### config.mk
export PLATFORM = sky130hd
export DESIGN_NAME = mem_requester
export DESIGN_NICKNAME = d
export VERILOG_FILES = /design/src/rtl/mem_requester.sv
export SDC_FILE = /design/constraint.sdc
export NUM_CORES = 1
export LEC_CHECK = 0
export ABC_AREA = 1
export BUFFER_PORTS_ARGS = -buffer_cell sky130_fd_sc_hd__clkbuf_2
export CAP_MARGIN = 20
export CORE_UTILIZATION = 49
export DETAILED_ROUTE_END_ITERATION = 8
export HOLD_SLACK_MARGIN = 0.06
export PLACE_DENSITY = 0.77
export SYNTH_ARGS = -nofsm -noshare
export SYNTH_HDL_FRONTEND = slang
export SYNTH_SLANG_ARGS = --single-unit
### constraint.sdc
create_clock -name clk_i -period 1.55 [get_ports clk_i]
set_input_delay 0.0775 -clock clk_i [delete_from_list [all_inputs] [get_ports clk_i]]
set_output_delay 0.0775 -clock clk_i [all_outputs]
set_load 0.1 [all_outputs]
### src/rtl/mem_requester.sv
// Single-outstanding memory requester: accepts one host command, drives a
// one-hot word select toward a memory responder, waits with timeout, returns a response.
module mem_requester #(
  parameter int ADDR_W  = 2,
  parameter int TIMEOUT = 15
) (
  input  logic                   clk_i,
  input  logic                   reset_i,
  input  logic                   cmd_valid_i,
  output logic                   cmd_ready_o,
  input  logic                   cmd_op_i,
  input  logic [ADDR_W-1:0]      cmd_addr_i,
  input  logic [7:0]             cmd_wdata_i,
  output logic [2**ADDR_W-1:0]   mem_select_o,
  output logic                   mem_op_o,
  output logic [7:0]             mem_wdata_o,
  input  logic [7:0]             mem_rdata_i,
  input  logic                   mem_valid_i,
  output logic                   rsp_valid_o,
  input  logic                   rsp_ready_i,
  output logic [7:0]             rsp_data_o,
  output logic                   rsp_err_o
);

  localparam int NSEL  = 2**ADDR_W;
  localparam int CNT_W = $clog2(TIMEOUT + 1);
  localparam logic [CNT_W-1:0] CNT_LAST = CNT_W'(TIMEOUT - 1);
  localparam logic [CNT_W-1:0] CNT_ONE  = CNT_W'(1);

  typedef enum logic [1:0] {
    S_IDLE,
    S_ISSUE,
    S_WAIT,
    S_RESP
  } state_e;

  state_e             state_q, state_d;
  logic               cmdOp_q, cmdOp_d;
  logic [ADDR_W-1:0]  cmdAddr_q, cmdAddr_d;
  logic [7:0]         cmdWdata_q, cmdWdata_d;
  logic [CNT_W-1:0]   waitCnt_q, waitCnt_d;
  logic [7:0]         rspData_q, rspData_d;
  logic               rspErr_q, rspErr_d;

  always_ff @(posedge clk_i) begin
    if (reset_i) begin
      state_q    <= S_IDLE;
      cmdOp_q    <= 1'b0;
      cmdAddr_q  <= '0;
      cmdWdata_q <= '0;
      waitCnt_q  <= '0;
      rspData_q  <= '0;
      rspErr_q   <= 1'b0;
    end else begin
      state_q    <= state_d;
      cmdOp_q    <= cmdOp_d;
      cmdAddr_q  <= cmdAddr_d;
      cmdWdata_q <= cmdWdata_d;
      waitCnt_q  <= waitCnt_d;
      rspData_q  <= rspData_d;
      rspErr_q   <= rspErr_d;
    end
  end

  // mem_valid is only looked at in WAIT; a completion on the last WAIT cycle beats the timeout
  always_comb begin
    state_d    = state_q;
    cmdOp_d    = cmdOp_q;
    cmdAddr_d  = cmdAddr_q;
    cmdWdata_d = cmdWdata_q;
    waitCnt_d  = waitCnt_q;
    rspData_d  = rspData_q;
    rspErr_d   = rspErr_q;
    case (state_q)
      S_IDLE: begin
        if (cmd_valid_i) begin
          cmdOp_d    = cmd_op_i;
          cmdAddr_d  = cmd_addr_i;
          cmdWdata_d = cmd_wdata_i;
          state_d    = S_ISSUE;
        end
      end
      S_ISSUE: begin
        waitCnt_d = '0;
        state_d   = S_WAIT;
      end
      S_WAIT: begin
        if (waitCnt_q != CNT_LAST) waitCnt_d = waitCnt_q + CNT_ONE;
        if (mem_valid_i) begin
          rspData_d = cmdOp_q ? mem_rdata_i : 8'h00;
          rspErr_d  = 1'b0;
          state_d   = S_RESP;
        end else if (waitCnt_q == CNT_LAST) begin
          rspData_d = 8'h00;
          rspErr_d  = 1'b1;
          state_d   = S_RESP;
        end
      end
      S_RESP: begin
        if (rsp_ready_i) state_d = S_IDLE;
      end
      default: state_d = S_IDLE;
    endcase
  end

  always_comb begin
    cmd_ready_o  = 1'b0;
    mem_select_o = '0;
    mem_op_o     = 1'b0;
    mem_wdata_o  = 8'h00;
    rsp_valid_o  = 1'b0;
    rsp_data_o   = 8'h00;
    rsp_err_o    = 1'b0;
    case (state_q)
      S_IDLE: cmd_ready_o = 1'b1;
      S_ISSUE, S_WAIT: begin
        mem_select_o[cmdAddr_q] = 1'b1;
        mem_op_o                = cmdOp_q;
        mem_wdata_o             = cmdWdata_q;
      end
      S_RESP: begin
        rsp_valid_o = 1'b1;
        rsp_data_o  = rspData_q;
        rsp_err_o   = rspErr_q;
      end
      default: cmd_ready_o = 1'b0;
    endcase
  end

endmodule

==> summary.txt, run 1 <==
Status
  – Status: finished, violations left
  – Violated checks: setup timing

Clock tree
  – CTS root buffer: clkbuf_4
  – Clock buffer count from CTS: 3
  – Number of buffers on the longest clock path: 2
  – Reg clk slew, reported paths: 0.16 ns
  – Clock sink count: 26
  – TritonCTS clock tree: yes
  – H-tree depth: 1
  – Clock latency at the later pin of the worst-skew pair: 0.34 ns

Finish
  – Util after Layout: 0.9066
  – Diode count: 0
  – Fin nets: 305
  – Layout cells sized above 1: 0.3626
  – Area Growth Syn to Fin: 71.06%

Logic synthesis
  – Post-synth top cells: nor2_1 (50), inv_1 (39), nand2_1 (29), dfxtp_1 (26), o21ai_0 (12)
  – Most common cell in the netlist: nor2_1
  – YS warnings: 0
  – Sequential fraction of the synthesis area: 0.3859
  – Synthesized flop and latch total: 26
  – Async SR Flop Fraction: 0
  – Share of Yosys cell area claimed by the top area cell type: 0.3859
  – Syn Inst Count: 205
  – Syn nets: 236
  – Area contributors post-synth: dfxtp_1 (39%), nor2_1 (14%), inv_1 (11%)
  – EDFF count, synth: 0
  – Area of the mapped netlist: 1349 um2
  – Yosys top cell by area: dfxtp_1
  – Mean Syn Cell Area: 6.579 um2
  – Synth Flop Type: dfxtp_1
  – Netlist cell types: 20

Critical path
  – Critical path class: reg2out
  – Worst-path cell chain: inv_2, ha_4, clkinvlp_4, nor3_4, buf_12
  – R2R depth: 9
  – CP top delay family: buffers and inverters
  – CP Data Arrival Time: 1.66 ns
  – WP buf/inv: 3
  – Worst path depth: 5
  – Slowest-stage cell, CP: dfxtp_2
  – Max incr delay on CP: 0.38 ns
  – Crit end category: primary output
  – Crit Path Max Fanout: 5
  – Worst Setup Start Kind: flip-flop
  – Worst Path Required: 1.47 ns

Floorplan
  – CORE AREA: 2545 um2
  – Initial Utilization: 0.5300
  – Die area: 2966 um2
  – IO Pins: 48
  – Core Rows: 18
  – DIE WIDTH: 54.47 um
  – Die height: 54.47 um

Timing
  – Final Slew Violations: 0
  – Final worst slack: -0.1907 ns
  – Fin crit period: 1.741 ns
  – Worst Clk Skew: 0.008686 ns
  – Fin. Hold Viols: 0
  – Fmax: 574.5 MHz
  – RSZ-0062 raised after global routing: yes
  – Final period utilization: 1.123
  – Relative slew slack: 0.6432
  – Least-Margin Pin Slew: 0.5375 ns
  – Final setup fails: 20

GRT
  – GRT Resource Usage Total: 0.3056
  – Vias in the first global route: 1470
  – Initial antenna violation count: 0
  – Largest net degree at the start of global routing: 16
  – Total congestion overflow: 0
  – Global-route wire length before repair: 6.423 mm

Routing
  – DRT antenna net count: 0
  – DR vias/cell: 5.277
  – Via count: 1599
  – Drt initial violations: 146
  – WL/cell: 15.18 um
  – Drt pass-1 iters: 5
  – Drc violations: 0
  – WL final: 4.599 mm

Placement
  – PortBufs: 47
  – GPL Wtd Cong: 0.8290
  – Place WS: 0.1422 ns
  – Final HPWL DP: 2.439 mm

Pwr
  – Leak: 1.078 nW
  – Pwr Density: 1742 nW/um2
  – Peak supply drop: 1.897 mV

Job
  – Max Cap Violations: 0

Worst hold path
  – Hold path depth: 5
  – Hold Crit Class: in2reg
==> worst paths after layout <==
kind	startpoint	end	slack, ns
worst max register to register	state_q[1]$_SDFFE_PP0P_	state_q[0]$_SDFFE_PP0P_	-0.02
worst max-delay path	state_q[1]$_SDFFE_PP0P_	mem_select_o[3]	-0.19
worst min-delay path	mem_rdata_i[5]	rspData_q[5]$_SDFFE_PP0P_	0.09
worst min register to register	rspData_q[1]$_SDFFE_PP0P_	rspData_q[1]$_SDFFE_PP0P_	0.50
==> through the flow <==
stage	cells	setup TNS, ns	instance area [um2]	power (W)	hold WS, ns
global route	303	-2.698	2307	0.004188	0.1109
CTS	300	-0.8483	2261	0.003814	0.09617
finish	303	-1.658	2307	0.004019	0.08521
global placement	280	0	2064	0.003326	0.2959
detailed placement	280	0	2064	0.003372	0.2939
floorplan	205	-2.080	1455	0.002700	0.1399
==> worst register-to-register path, delay by kind of cell (launching register included) <==
kind	cells	cell delay, ns
buffers and inverters	4	0.49
flip-flops	1	0.38
AND/OR/NAND/NOR	3	0.22
adder cells (fa/ha/maj)	1	0.19
AO/OA/AOI/OAI	1	0.19
==> registers in the layout, summed over array words and instances (netlist names) <==
name,count
cmdWdata_q,8
rspData_q,8
waitCnt_q,4
cmdAddr_q,2
state_q,2
cmdOp_q,1
rspErr_q,1
==> cells by family after synthesis <==
kind of cell    synth area share
simple gates              0.2922
buf+inv                   0.1364
compound gates            0.1141
flops                     0.3859
fa+ha+maj                0.06493
xor+xnor                0.006495
==> per-layer routing <==
| layer | GRT usage | wire [um] | up-vias |
|---|---|---|---|
| li1 | - | - | 755 |
| met1 | 0.3441 | 1754 | 725 |
| met2 | 0.5528 | 2344 | 97 |
| met3 | 0.04167 | 321 | 22 |
| met4 | 0.1581 | 179 | 0 |
| met5 | 0 | 0 | - |
==> layout make-up <==
type	instances	area, um2
repair buffers	69	779.5
multi-input cells	133	734.5
flip-flops and latches	26	523.0
fillers	104	237.7
inverters	41	196.4
well taps	30	37.54
clock buffers	4	36.28
==> repair_timing <==
item | 4_1_cts | 5_1_grt
setup buffers | 4 | 3
gates resized for setup | 1 | 13
pin swaps | 3 | 2
endpoints found under the setup margin | 17 | 23
hold buffers | 12 | 0
hold endpoints to repair | 14 | 0
==> placed cells by master, fill, tap and decap left out, types with 2 or more instances in the layout <==
cell           count
a21oi_1            8
buf_4              9
clkinvlp_4        10
nand2_1           22
ha_4               2
nor2_1            50
buf_12            23
dfxtp_1           24
ha_1               4
o21ai_1            9
clkbuf_4           3
nand2_2           11
nand3_1            5
dlygate4sd3_1     12
o21ai_0           12
nor3_4             4
dfxtp_2            2
inv_2              4
clkbuf_2          24
inv_1             25
==> power breakdown <==
group	total [W]	internal [W]	leakage, nW	switching, W
clock network	0.000366	0.000144	0.0210	0.000222
logic	0.00269	0.000895	0.843	0.00179
registers	0.000964	0.000834	0.214	0.000130
(Power assumes the default switching activity.)
==> run 2, diff against run 1 <==
- PLACE_DENSITY: 0.77 -> 0.88
==> summary.txt, run 2 (same netlist as run 1, synthesis figures left out) <==
Status
  – Status: finished, violations left
  – Violated checks: setup timing

Routing
  – Via count: 1672
  – Drt initial violations: 73
  – DRT antenna net count: 0
  – WL/cell: 16.36 um
  – DR vias/cell: 5.555
  – Drt pass-1 iters: 4
  – WL final: 4.923 mm
  – Drc violations: 0

Placement
  – GPL Wtd Cong: 0.8299
  – PortBufs: 47
  – Final HPWL DP: 2.547 mm

Pwr
  – Reg power frac: 0.235
  – Pwr Density: 1826 nW/um2
  – Leak: 1.054 nW
  – Switch share: 0.5321
  – Peak supply drop: 2.161 mV
  – Total Power: 0.004207 W
  – Switching pwr: 0.002239 W
  – Clock Power Share: 0.084
  – Cell Int Power: 0.001968 W
  – Comb power frac: 0.681

Finish
  – Fillcell total: 101
  – Layout cells sized above 1: 0.4022
  – Area Growth Syn to Fin: 70.78%
  – Largest registers: cmdWdata_q: 8 flops, rspData_q: 8 flops, waitCnt_q: 4 flops
  – Fin nets: 303
  – Most frequent cells in the layout: nor2_1 (50), dfxtp_1 (24), clkbuf_2 (24)
  – Most common cell after layout, fill and taps aside: nor2_1
  – Diode count: 0

Clock tree
  – CTS root buffer: clkbuf_4
  – TritonCTS clock tree: yes
  – Clock sink count: 26
  – H-tree depth: 1
  – Number of buffers on the longest clock path: 2
  – Clock buffer count from CTS: 3
  – Reg clk slew, reported paths: 0.15 ns
  – Clock latency at the later pin of the worst-skew pair: 0.33 ns

GRT
  – Initial antenna violation count: 0
  – Vias in the first global route: 1432
  – Global-route wire length before repair: 6.548 mm
  – Total congestion overflow: 0
  – GRT Resource Usage Total: 0.3137
  – Largest net degree at the start of global routing: 24

Timing
  – Fmax: 575.8 MHz
  – RSZ-0062 raised after global routing: yes
  – Fin crit period: 1.737 ns
  – Relative slew slack: 0.5783
  – Final setup fails: 13
  – Least-Margin Pin Slew: 0.6318 ns
  – Final setup TNS: -1.631 ns
  – Final Slew Violations: 0
  – Fin. Hold Viols: 0
  – Final period utilization: 1.120
  – Final worst slack: -0.1867 ns
  – Worst Clk Skew: 0.01238 ns

Critical path
  – Worst Path Required: 1.47 ns
  – Worst Setup Start Kind: flip-flop
  – Crit Path Max Fanout: 5
  – CP Data Arrival Time: 1.66 ns
  – Slowest-stage cell, CP: dfxtp_2
  – Crit end category: primary output
  – Critical path class: reg2out
  – WP buf/inv: 3
  – Max incr delay on CP: 0.38 ns
  – Worst-path cell chain: inv_2, ha_4, clkinvlp_4, nor3_4, buf_12
  – CP top delay family: buffers and inverters

Floorplan
  – CORE AREA: 2545 um2
  – IO Pins: 48
  – Die area: 2966 um2
  – DIE WIDTH: 54.47 um
  – Initial Utilization: 0.5300
  – Die height: 54.47 um
  – Core Rows: 18

Job
  – Max Cap Violations: 0

Worst hold path
  – Hold Crit Class: in2reg
-- run 2: cell count changes in the layout (fill, tap and decap cells not counted) --
cell	delta
inv_1	-7
inv_2	+6
nand2_1	-3
nand2_2	+3
dlygate4sd3_1	-2
buf_4	-1
buf_6	+1
dfxtp_2	-1
dfxtp_4	+1
inv_4	+1
-- run 2: final timing paths --
kind                                   start                         end  slack [ns]  cells past startpoint
hold / removal                cmd_wdata_i[7]  cmdWdata_q[7]$_SDFFE_PP0P_        0.05                      3
setup / recovery     state_q[1]$_SDFFE_PP0P_             mem_select_o[0]       -0.19                      5
hold reg to reg   cmdWdata_q[4]$_SDFFE_PP0P_  cmdWdata_q[4]$_SDFFE_PP0P_        0.51                      2
setup reg to reg     state_q[1]$_SDFFE_PP0P_     state_q[1]$_SDFFE_PP0P_        0.10                      7
-- run 2: worst min-delay path, stage by stage --
cell      delay, ns
clkbuf_2       0.08
o21ai_0        0.10
nor2_1         0.10
-- run 2: timing repair --
action | in CTS | in global routing
pin swaps | 1 | 1
hold buffers | 10 | 0
buffers inserted | 5 | 2
cloned | 0 | 1
endpoints found under the hold margin | 11 | 0
gates resized for setup | 3 | 23
setup endpoints to repair | 14 | 23
-- run 2: per-stage QoR --
step	std cells	worst slack, ns	cell area, um2	utilization	hold slack (ns)
final	301	-0.1867	2303	0.9051	0.05198
after global routing	301	-0.2306	2303	0.9051	0.08384
after global placement	279	0.1810	2057	0.8083	0.3007
after CTS	298	-0.1510	2246	0.8825	0.06297
after detailed placement	279	0.1081	2057	0.8083	0.2945
after floorplan	205	-0.3001	1455	-	0.1399
-- run 2: metal layers --
layer	GRT usage	vias to the layer above	part of all wire
met5	0	-	0
met4	0.1197	0	0.047
met3	0.03889	29	0.063
met2	0.5833	94	0.52
met1	0.3585	802	0.37
li1	-	747	-
-- run 2: cell type report --
class                           count  area, um2  area share
Clock buffer                        4      36.28     0.01575
Multi-Input combinational cell    133      742.0      0.3221
Tap cell                           30      37.54     0.01630
Timing Repair Buffer               67      763.2      0.3313
Sequential cell                    26      525.5      0.2281
Inverter                           41      198.9     0.08637
-- run 2: power groups by stage --
stage               clock, W  combinational [W]  sequential, W
CTS                 0.000344            0.00257       0.000952
finish              0.000354            0.00287       0.000987
floorplan                  0            0.00176       0.000945
global placement           0            0.00236       0.000958
detailed placement         0            0.00242       0.000973
global route        0.000375            0.00299        0.00100
==> run 3, diff against run 2 <==
--- a/config.mk
+++ b/config.mk
@@ -10,6 +10,6 @@
 export CAP_MARGIN = 20
-export CORE_UTILIZATION = 49
+export CORE_UTILIZATION = 35
 export DETAILED_ROUTE_END_ITERATION = 8
 export HOLD_SLACK_MARGIN = 0.06
-export PLACE_DENSITY = 0.88
+export PLACE_DENSITY = 0.69
 export SYNTH_ARGS = -nofsm -noshare
--- a/constraint.sdc
+++ b/constraint.sdc
@@ -3,2 +3,2 @@
 set_output_delay 0.0775 -clock clk_i [all_outputs]
-set_load 0.1 [all_outputs]
+set_load 0.005 [all_outputs]
==> summary.txt, run 3 (same netlist as run 1, synthesis figures left out) <==
Worst hold path
  – Hold Crit Endpoint: cmdWdata_q[3]$_SDFFE_PP0P_
  – Worst Min Path Start: cmd_wdata_i[3]
  – Hold Crit Class: in2reg
  – Hold path depth: 3

Clock tree
  – Clock buffer count from CTS: 3
  – Reg clk slew, reported paths: 0.08 ns
  – Number of buffers on the longest clock path: 2
  – Clock latency at the later pin of the worst-skew pair: 0.26 ns
  – Clock sink count: 26
  – TritonCTS clock tree: yes
  – H-tree depth: 1
  – CTS root buffer: clkbuf_8

Pwr
  – Pwr Density: 1412 nW/um2
  – Clock Power Share: 0.148
  – Switching pwr: 0.0009671 W
  – Peak supply drop: 0.6816 mV
  – Cell Int Power: 0.001546 W
  – Switch share: 0.3848
  – Comb power frac: 0.476
  – Reg power frac: 0.377
  – Leak: 1.019 nW

Routing
  – Drt initial violations: 65
  – Drc violations: 0
  – Drt pass-1 iters: 4
  – WL/cell: 9.256 um
  – DRT antenna net count: 0
  – WL final: 2.851 mm
  – DR vias/cell: 4.383
  – Via count: 1350

Critical path
  – FF-to-FF Start: state_q[0]$_SDFFE_PP0P_
  – Slowest-stage cell, CP: dfxtp_4
  – R2R Path End: cmdWdata_q[2]$_SDFFE_PP0P_
  – Internal reg-to-reg setup slack: 0.23 ns
  – Worst-path cell chain: inv_4, ha_4, clkinvlp_4, nor3_2, buf_2
  – R2R depth: 6
  – Crit end category: primary output
  – Crit Path Max Fanout: 5
  – Max incr delay on CP: 0.39 ns
  – Critical path class: reg2out
  – WP buf/inv: 3
  – CP Data Arrival Time: 1.40 ns
  – CP top delay family: flip-flops
  – Worst Setup Start Kind: flip-flop
  – Worst Path Required: 1.47 ns

GRT
  – Global-route wire length before repair: 4.671 mm
  – GRT Resource Usage Total: 0.1430
  – Initial antenna violation count: 0
  – Largest net degree at the start of global routing: 15
  – Total congestion overflow: 0
  – Vias in the first global route: 1181

Finish
  – Multi-input logic area: 671.9 um2
  – Fin nets: 293
  – Diode count: 0
  – Most frequent cells in the layout: nor2_1 (50), clkbuf_2 (46), inv_1 (36)
  – Finished Layout Cells: 308
  – Area of all placed cells without fillers: 1779 um2
  – Register area: 525.5 um2
  – Area Growth Syn to Fin: 31.91%
  – Largest registers: cmdWdata_q: 8 flops, rspData_q: 8 flops, waitCnt_q: 4 flops
  – Layout cells sized above 1: 0.2885
  – Most common cell after layout, fill and taps aside: nor2_1
  – Fillcell total: 416

Timing
  – Final setup fails: 0
  – Final period utilization: 0.9526
  – Fin. Hold Viols: 0
  – Fmax: 677.2 MHz
  – Fin crit period: 1.477 ns
  – Worst Clk Skew: 0.003186 ns
  – Least-Margin Pin Slew: 0.3700 ns
  – Final Slew Violations: 0
  – Relative slew slack: 0.7530
  – RSZ-0062 raised after global routing: yes

Job
  – Max Cap Violations: 0

Placement
  – GPL Wtd Cong: 0.7818
  – Post-DP Area: 1649 um2
  – Final HPWL DP: 2.099 mm
  – # placed instances: 299
  – PortBufs: 47

Floorplan
  – Die height: 64.08 um
  – Die area: 4106 um2
  – Initial Utilization: 0.3657
  – CORE AREA: 3689 um2
  – IO Pins: 48
  – DIE WIDTH: 64.08 um
  – Core Rows: 22

Status
  – Status: completed
## run 3: layer usage
| metal | track usage | vias to the layer above | part of all wire |
|---|---|---|---|
| met5 | 0 | - | 0 |
| met2 | 0.2540 | 23 | 0.48 |
| met4 | 0.06818 | 0 | 0.012 |
| met3 | 0.02321 | 4 | 0.042 |
| met1 | 0.1652 | 595 | 0.47 |
| li1 | - | 728 | - |
## run 3: worst max-delay path by stage
stage	startpoint	endpoint	slack, ns	depth (start not counted)
floorplan	state_q[0]$_SDFFE_PP0P_	state_q[1]$_SDFFE_PP0P_	0.30	7
global placement	state_q[0]$_SDFFE_PP0P_	cmdOp_q$_SDFFE_PP0P_	0.20	6
detailed placement	state_q[0]$_SDFFE_PP0P_	cmdWdata_q[2]$_SDFFE_PP0P_	0.1	6
CTS	state_q[0]$_SDFFE_PP0P_	mem_select_o[0]	0.006	5
global route	state_q[0]$_SDFFE_PP0P_	mem_select_o[0]	-0.01	5
finish	state_q[0]$_SDFFE_PP0P_	mem_select_o[0]	0.07	5
## run 3: power by group through the flow
stage / Clock [W] / Sequential (W) / Combinational (W)
final: 0.000371 / 0.000947 / 0.00119
after floorplan: 0 / 0.000921 / 0.000694
after CTS: 0.000384 / 0.000929 / 0.00105
after global routing: 0.000405 / 0.000968 / 0.00137
after detailed placement: 0 / 0.000945 / 0.000997
after global placement: 0 / 0.000938 / 0.000987
## run 3: metrics by stage
step           power (W)  setup TNS [ns]  hold WS, ns  utilization  worst slack [ns]
6_report        0.002513               0      0.06787       0.4824           0.07342
5_1_grt         0.002738        -0.01732      0.06503       0.4824          -0.01396
4_1_cts         0.002365               0      0.06265       0.4671          0.005618
3_5_place_dp    0.001942               0       0.3034       0.4471           0.09501
3_3_place_gp    0.001925               0       0.3001       0.4471            0.2025
2_1_floorplan   0.001615               0       0.1399            -            0.2976
## run 3: worst reg2reg max path, stage by stage (launching register included)
cell and delay (ns):
dfxtp_4 0.39, inv_4 0.05, ha_4 0.16, nand2_1 0.15, clkinv_1 0.26, nor2_1 0.17
nor2_1 0.06
## run 3: repair_timing
item | in CTS | in global routing
buffers inserted | 0 | 4
setup endpoints to repair | 9 | 11
hold buffers | 2 | 0
pin swaps | 0 | 2
resized for setup | 2 | 11
endpoints found under the hold margin | 3 | 0
## run 3: layout make-up
type,count,area share
inverters,41,0.09283
multi-input cells,133,0.3776
clock buffers,3,0.02321
flip-flops and latches,26,0.2954
well taps,48,0.03376
repair buffers,57,0.1772
